==> config.mk <==
export PLATFORM = sky130hd
export DESIGN_NAME = dram_cmd_decoder
export DESIGN_NICKNAME = d
export VERILOG_FILES = /design/src/rtl/dram_cmd_decoder.sv
export SDC_FILE = /design/constraint.sdc
export NUM_CORES = 1
export LEC_CHECK = 0
export CAP_MARGIN = 20
export CORE_UTILIZATION = 30
export DETAILED_ROUTE_END_ITERATION = 7
export SYNTH_ARGS = -nofsm -noshare
export SYNTH_HDL_FRONTEND = slang
export SYNTH_SLANG_ARGS = --single-unit
==> constraint.sdc <==
create_clock -name CLK -period 7.65 [get_ports CLK]
set_input_delay 1.53 -clock CLK [delete_from_list [all_inputs] [get_ports CLK]]
set_output_delay 1.53 -clock CLK [all_outputs]
set_load 0.005 [all_outputs]
==> src/rtl/dram_cmd_decoder.sv <==
// DDR4 command-bus decoder with bank tracking and read/write data timing.
// Define DRAM_TIMING_CHECK_EN to build the per-bank tRCD/tRP checkers.
module dram_cmd_decoder #(
  parameter int tRCD = 12,
  parameter int tRP  = 10,
  parameter int tCAS = 12,
  parameter int tWL  = 12
) (
  input  logic        CLK,
  input  logic        nRST,
  input  logic        CKE,
  input  logic        CS_n,
  input  logic        ACT_n,
  input  logic        RAS_n_A16,
  input  logic        CAS_n_A15,
  input  logic        WE_n_A14,
  input  logic [1:0]  BG,
  input  logic [1:0]  BA,
  input  logic [13:0] ADDR,
  input  logic        ADDR_17,
  output logic        cmd_valid,
  output logic [3:0]  cmd_code,
  output logic [1:0]  cmd_bg,
  output logic [1:0]  cmd_ba,
  output logic [17:0] cmd_row,
  output logic [9:0]  cmd_col,
  output logic        rd_data_valid,
  output logic        wr_data_expect,
  output logic [15:0] bank_open,
  output logic        err_closed,
  output logic        err_act_open,
  output logic        err_ref_open,
  output logic        err_trcd,
  output logic        err_trp
);

  localparam logic [3:0] C_DESEL = 4'd0;
  localparam logic [3:0] C_ACT   = 4'd1;
  localparam logic [3:0] C_MRS   = 4'd2;
  localparam logic [3:0] C_REF   = 4'd3;
  localparam logic [3:0] C_PRE   = 4'd4;
  localparam logic [3:0] C_WR    = 4'd5;
  localparam logic [3:0] C_RD    = 4'd6;
  localparam logic [3:0] C_ZQ    = 4'd7;
  localparam logic [3:0] C_NOP   = 4'd8;

  logic [3:0]  code;
  logic [3:0]  bk;
  logic [17:0] act_row;
  logic        is_act, is_pre, is_rd, is_wr, is_ref, is_rw;
  logic        hit, act_ok, rw_ok, ap, pre_all, vld;
  logic [17:0] row_q [16];
  logic [tCAS-1:0] rd_sr;
  logic [tWL-1:0]  wr_sr;

  assign bk      = {BG, BA};
  assign act_row = {ADDR_17, RAS_n_A16, CAS_n_A15, WE_n_A14, ADDR};
  assign is_act  = (code == C_ACT);
  assign is_pre  = (code == C_PRE);
  assign is_rd   = (code == C_RD);
  assign is_wr   = (code == C_WR);
  assign is_ref  = (code == C_REF);
  assign is_rw   = is_rd | is_wr;
  assign hit     = bank_open[bk];
  assign act_ok  = is_act & ~hit;
  assign rw_ok   = is_rw & hit;
  assign ap      = rw_ok & ADDR[10];
  assign pre_all = is_pre & ADDR[10];
  assign vld     = (code != C_DESEL) && (code != C_NOP);

  // Combinational decode of the command pins; CKE low forces DESEL.
  always_comb begin
    code = C_DESEL;
    if (CKE && !CS_n) begin
      if (!ACT_n) begin
        code = C_ACT;
      end else begin
        unique case ({RAS_n_A16, CAS_n_A15, WE_n_A14})
          3'b000:  code = C_MRS;
          3'b001:  code = C_REF;
          3'b010:  code = C_PRE;
          3'b100:  code = C_WR;
          3'b101:  code = C_RD;
          3'b110:  code = C_ZQ;
          default: code = C_NOP;
        endcase
      end
    end
  end

  // Registered command report, error pulses and bank/row state.
  always_ff @(posedge CLK) begin
    if (!nRST) begin
      cmd_valid    <= 1'b0;
      cmd_code     <= '0;
      cmd_bg       <= '0;
      cmd_ba       <= '0;
      cmd_row      <= '0;
      cmd_col      <= '0;
      err_closed   <= 1'b0;
      err_act_open <= 1'b0;
      err_ref_open <= 1'b0;
      bank_open    <= '0;
      for (int i = 0; i < 16; i++) row_q[i] <= '0;
    end else begin
      cmd_valid    <= vld;
      cmd_code     <= code;
      cmd_bg       <= vld ? BG : 2'b00;
      cmd_ba       <= vld ? BA : 2'b00;
      cmd_row      <= is_act ? act_row : (is_rw ? row_q[bk] : '0);
      cmd_col      <= is_rw ? ADDR[9:0] : '0;
      err_closed   <= is_rw & ~hit;
      err_act_open <= is_act & hit;
      err_ref_open <= is_ref & (|bank_open);
      if (act_ok) begin
        bank_open[bk] <= 1'b1;
        row_q[bk]     <= act_row;
      end
      if (pre_all) bank_open <= '0;
      else if (is_pre || ap) bank_open[bk] <= 1'b0;
    end
  end

  // Data-phase delay lines; a legal access enters at stage 0.
  always_ff @(posedge CLK) begin
    if (!nRST) begin
      rd_sr <= '0;
      wr_sr <= '0;
    end else begin
      rd_sr[0] <= rw_ok & is_rd;
      wr_sr[0] <= rw_ok & is_wr;
      for (int i = 1; i < tCAS; i++) rd_sr[i] <= rd_sr[i-1];
      for (int i = 1; i < tWL; i++) wr_sr[i] <= wr_sr[i-1];
    end
  end

  assign rd_data_valid  = rd_sr[tCAS-1];
  assign wr_data_expect = wr_sr[tWL-1];

`ifdef DRAM_TIMING_CHECK_EN
  localparam logic [7:0] TRCD_LD = 8'(tRCD - 1);
  localparam logic [7:0] TRP_LD  = 8'(tRP - 1);

  logic [7:0] trcd_cnt [16];
  logic [7:0] trp_cnt  [16];

  // Per-bank saturating down-counters and timing violation pulses.
  always_ff @(posedge CLK) begin
    if (!nRST) begin
      err_trcd <= 1'b0;
      err_trp  <= 1'b0;
      for (int i = 0; i < 16; i++) begin
        trcd_cnt[i] <= '0;
        trp_cnt[i]  <= '0;
      end
    end else begin
      err_trcd <= rw_ok & (trcd_cnt[bk] != 8'd0);
      err_trp  <= is_act & (trp_cnt[bk] != 8'd0);
      for (int i = 0; i < 16; i++) begin
        if (act_ok && bk == 4'(i))
          trcd_cnt[i] <= TRCD_LD;
        else if (trcd_cnt[i] != 8'd0)
          trcd_cnt[i] <= trcd_cnt[i] - 8'd1;
        if (pre_all || ((is_pre || ap) && bk == 4'(i)))
          trp_cnt[i] <= TRP_LD;
        else if (trp_cnt[i] != 8'd0)
          trp_cnt[i] <= trp_cnt[i] - 8'd1;
      end
    end
  end
`else
  assign err_trcd = 1'b0;
  assign err_trp  = 1'b0;
`endif

endmodule
Word-level counts from Yosys, hierarchy flattened
Memories as Yosys holds them, arrays and structs flattened.
Index checks and enable logic that the tools add are counted.
{"block": "word_totals", "input_bits": 27, "elab_cells": 72, "reg_bits": 80, "ramBits": 288, "output_inout_bits": 60, "n_memories": 1}
{"name": "row_q", "words": 16, "width": 18, "read_ports": 1, "rd_clocked_by_memory_dff": 0, "wr": 16, "line": "52", "source": "logic [17:0] row_q [16];"}
{"block": "classes", "mux": 19, "bitwise": 15, "reduce_logical": 12, "magnitude_cmp": 2, "n_eq_ne": 11}
{"op": "2-to-1 mux 18 bit", "count": 3}
{"op": "2-to-1 mux 16 bit", "count": 3}
{"op": "one-hot mux 4 bit (6 select lines)", "count": 1}
{"op": "OR reduction 18 bit", "count": 1}
{"op": "AND 16 bit", "count": 1}
{"op": "inverter 16 bit", "count": 1}
{"op": "bitwise OR 16 bit", "count": 1}
{"op": "OR reduction 16 bit", "count": 1}
{"op": "== test 4 x 3 -> 1 bit, second input constant", "count": 3}
{"op": "2-to-1 mux 4 bit", "count": 3}
{"op": "AND 1 bit", "count": 9}
{"op": "== test 3 bit, second input constant", "count": 3}
{"op": "2-to-1 mux 1 bit", "count": 7}
{"op": "< comparator 4 x 5 -> 1 bit, second input constant", "count": 1}
{"op": "binary-select mux 1 bit (select 4 bit)", "count": 1}
{"op": "demux 1 bit (select 4 bit)", "count": 1}
{"op": "== test 4 x 1 -> 1 bit, second input constant", "count": 1}
{"op": "== test 4 x 2 -> 1 bit, second input constant", "count": 1}
{"op": ">= comparator 4 x 1 -> 1 bit, second input constant", "count": 1}
{"op": "!= test 4 bit, second input constant", "count": 1}
{"op": "AND reduction 2 bit", "count": 2}
{"op": "nonzero test 4 bit", "count": 1}
{"op": "== test 3 x 1 -> 1 bit, second input constant", "count": 1}
{"op": "== test 3 x 2 -> 1 bit, second input constant", "count": 1}
{"op": "other kinds (7)", "count": 10}

Depth between registers and ports, before layout
{"block": "depth", "word_depth": 11, "mapped_depth": 9, "mapped_depth_nobuf": 5}

Worst setup path after synthesis
Ideal clock, no wire load.
{"block": "synth_path", "kind": "input-to-reg", "from": "input port BA[1]", "to": "memory row_q[9][0], enable pin", "cell_stages": 7, "path_buffers": 2, "arrival_time_ns": 3.965, "setup_slack_ns": 3.264, "t_required_ns": 7.229, "setup_time_ns": 0.421, "cell_sequence": "mux2_2 o22ai_1 a221o_1 buf_6 buf_6 nand2_2 o31ai_1"}
{"item": "start: declaration", "line": "18", "source": "input logic [1:0] BA,"}
{"item": "end: declaration", "line": "52"}

==> impl_metrics.toml <==
[sta]
relSlewSlack_pct = 25.19
max_freq_mhz = 219.2
min_period_over_period_pct = 59.65
worst_pin_slew_ns = 1.122
hold_viol = 0
setup_violations = 0
fin_crit_ns = 4.563
skew_ns = 0.01928
slew_viol_final = 0
worst_slack_ns = 3.087
tns_ns = 0
rsz0062_at_grt = "no"

[critical_path]
rrSetupSlack_ns = 4.32
end_kind = "register"
crit_type = "in2reg"
critPathArrivalTime_ns = 4.73
r2r_cells = 5
worstPathRequired_ns = 7.81
start_kind = "primary input"
worst-path-max-fanout = 45

[clock_network]
post_cts.repair.setup_buffers = 0
cts_max_level = 2
cts.path.max_buffers = 3
cts.clk_slew.worst_paths_ns = 0.06
cts_tree = "done"
cts_made_buffers = 41
cts_resized = 0
cts-root-buf = "clkbuf_16"
clkLatencyLatePin_ns = 0.56
cts-hold-fix-buffers = 0
clock-sinks = 368

[cells_and_area]
multi_input_area_um2 = 5027
areaGrowthSynthToFinish_pct = 17.28
nFillCells = 4945
regArea_um2 = 10250
drive_gt1_share_pct = 13.37
fin_area_um2 = 18520
nNetsFinal = 1305
insertedDiodeCount = 0
fin_util_pct = 35.88

[run_status]
status = "finished, final reports clean"

[place]
portBuffers = 84
dp_hpwl_um = 28010
place_ws_ns = 2.505
place_area_um2 = 17100
gp_congestion = 0.8399

[synthesis]
ys_ff_latch = 368
synth_area_um2 = 15790
avgSynthCellArea_um2 = 12.93
synth-seq-area-share_pct = 64.92
ys_async_sr_fraction_pct = 0
synth_edf_count = 288
yosysUniqueCellTypes = 53
synth_warnings = 0
synthFlopType = "edfxtp_1"
synthCells = 1221

[die]
io_pins = 87
core_area_um2 = 51610
die_w_um = 231.4
start_util_pct = 30.59
rows = 83
die_area_um2 = 53550
chipHeight_um = 231.4

[power_and_ir_drop]
p_leak_nw = 6.001
power_density_nw_per_um2 = 248.7
ir_worst_vdd_v = 0.0001265
total_power_mw = 4.605

[hold_path]
hold_depth = 1
hold_path_class = "reg2reg"

[route]
via_count = 10110
via_per_inst = 5.081
post_drt_wl_per_cell_um = 21.60
dr.pass1.iters = 5
drc = 0
routed_wl_um = 42960
drt_iter0_markers = 995
antenna_left = 0

[grt]
overflow = 0
grt_pass1_vias = 10200
grt_max_degree = 50
grt_usage_pct = 16.23
antenna_found_initial = 2
grt_pass1_wl_um = 64010

[flow_run]
max_cap_violations = 0
==> cell usage after synthesis, types with 4 or more instances <==
cell      count  area, um2
mux4_1        4      105.1
nor3_1        8      40.04
o22ai_1       6      37.54
a21oi_1      12      60.06
nand2b_1     20      125.1
nor4_1        5      31.28
and2_1       40      250.2
buf_6        21      236.5
mux2i_1      29      290.3
o21ai_0      36      180.2
nor2b_1       5      31.28
buf_2        38      190.2
buf_1         4      15.01
a32oi_1       8      70.07
buf_4         6      45.04
nand2_1     146      548.0
dfxtp_1      80       1602
or3_1        13      81.33
o31ai_1      10      75.07
mux4_2       65       1464
o211ai_1      8      60.06
clkbuf_1     20      75.07
nor2_1      302       1134
edfxtp_1    288       8648
o21ai_1       9      45.04
==> critical path, stage by stage <==
cell     delay [ns]
buf_4          0.53
mux2_2         0.40
o22ai_1        0.19
a221o_1        0.62
nand2_2        0.39
o31ai_4        1.00
==> placed cells by master, fill, tap and decap left out, drive strengths merged, types with 6 or more instances in the layout <==
| cell type | synthesis | routed |
|---|---|---|
| clkdlybuf4s50 | 0 | 80 |
| mux4 | 69 | 69 |
| and2 | 40 | 40 |
| nand2b | 21 | 21 |
| dfxtp | 80 | 80 |
| nor3 | 8 | 8 |
| o31ai | 10 | 10 |
| o22ai | 6 | 6 |
| a21oi | 12 | 12 |
| edfxtp | 288 | 288 |
| clkbuf | 21 | 51 |
| nor2 | 303 | 303 |
| o211ai | 8 | 8 |
| nand2 | 147 | 147 |
| mux2i | 30 | 30 |
| a32oi | 8 | 8 |
| or3 | 13 | 13 |
| inv | 2 | 7 |
| buf | 70 | 24 |
| o21ai | 45 | 45 |
| clkinv | 0 | 13 |
==> state kept, by name, indices dropped and copies added (netlist names), 2 cells and up <==
signal / flops
rd_sr: 12
row_q: 288
cmd_ba: 2
cmd_col: 10
cmd_bg: 2
cmd_row: 18
bank_open: 16
cmd_code: 4
wr_sr: 12
==> cell families (layout without fill, tap and decap cells) <==
group	count (synthesis)	after routing	share of synthesized area (%)
AND/OR/NAND/NOR	556	556	15.17
buffers and inverters	93	180	3.732
AO/OA/AOI/OAI	101	101	4.097
other	1	2	0.02375
XOR/XNOR	1	1	0.05548
multiplexers	101	101	12.01
flip-flops	368	368	64.92
==> final timing paths <==
check,from,end
worst max-delay path,BA[1],row_q[9][16]
worst min-delay path,rd_sr[0],rd_sr[1]
worst max register to register,bank_open[11],row_q[9][16]
worst min register to register,rd_sr[0],rd_sr[1]
==> metal layers <==
layer	vias to the layer above	global-route usage (%)	part of all wire [%]	routed length [um]
li1	4497	-	-	-
met1	5088	22.24	42	17970
met2	458	25.83	47	20360
met3	63	3.088	8.5	3664
met4	0	5.195	2.2	962
met5	-	0	0	0
==> cell type report <==
class | instances | share of cell area, %
Tap cell | 680 | 4.595
Timing Repair Buffer | 104 | 5.311
Clock inverter | 23 | 1.351
Sequential cell | 368 | 55.35
Clock buffer | 51 | 6.196
Multi-Input combinational cell | 761 | 27.15
Inverter | 2 | 0.04054
==> where the power goes <==
part,internal [mW],switching [mW],total (mW)
sequential,2.24,0.0244,2.26
clock,1.21,0.809,2.02
combinational,0.119,0.205,0.325
==> metrics by stage <==
step                      hold slack [ns]  instances
final                              0.4168       1989
after global routing               0.4232       1989
after CTS                          0.4087       1987
after detailed placement           0.4186       1913
after global placement             0.4169       1913
after floorplan                    0.4119       1222
Note: power is estimated with default switching activity, not from simulation.
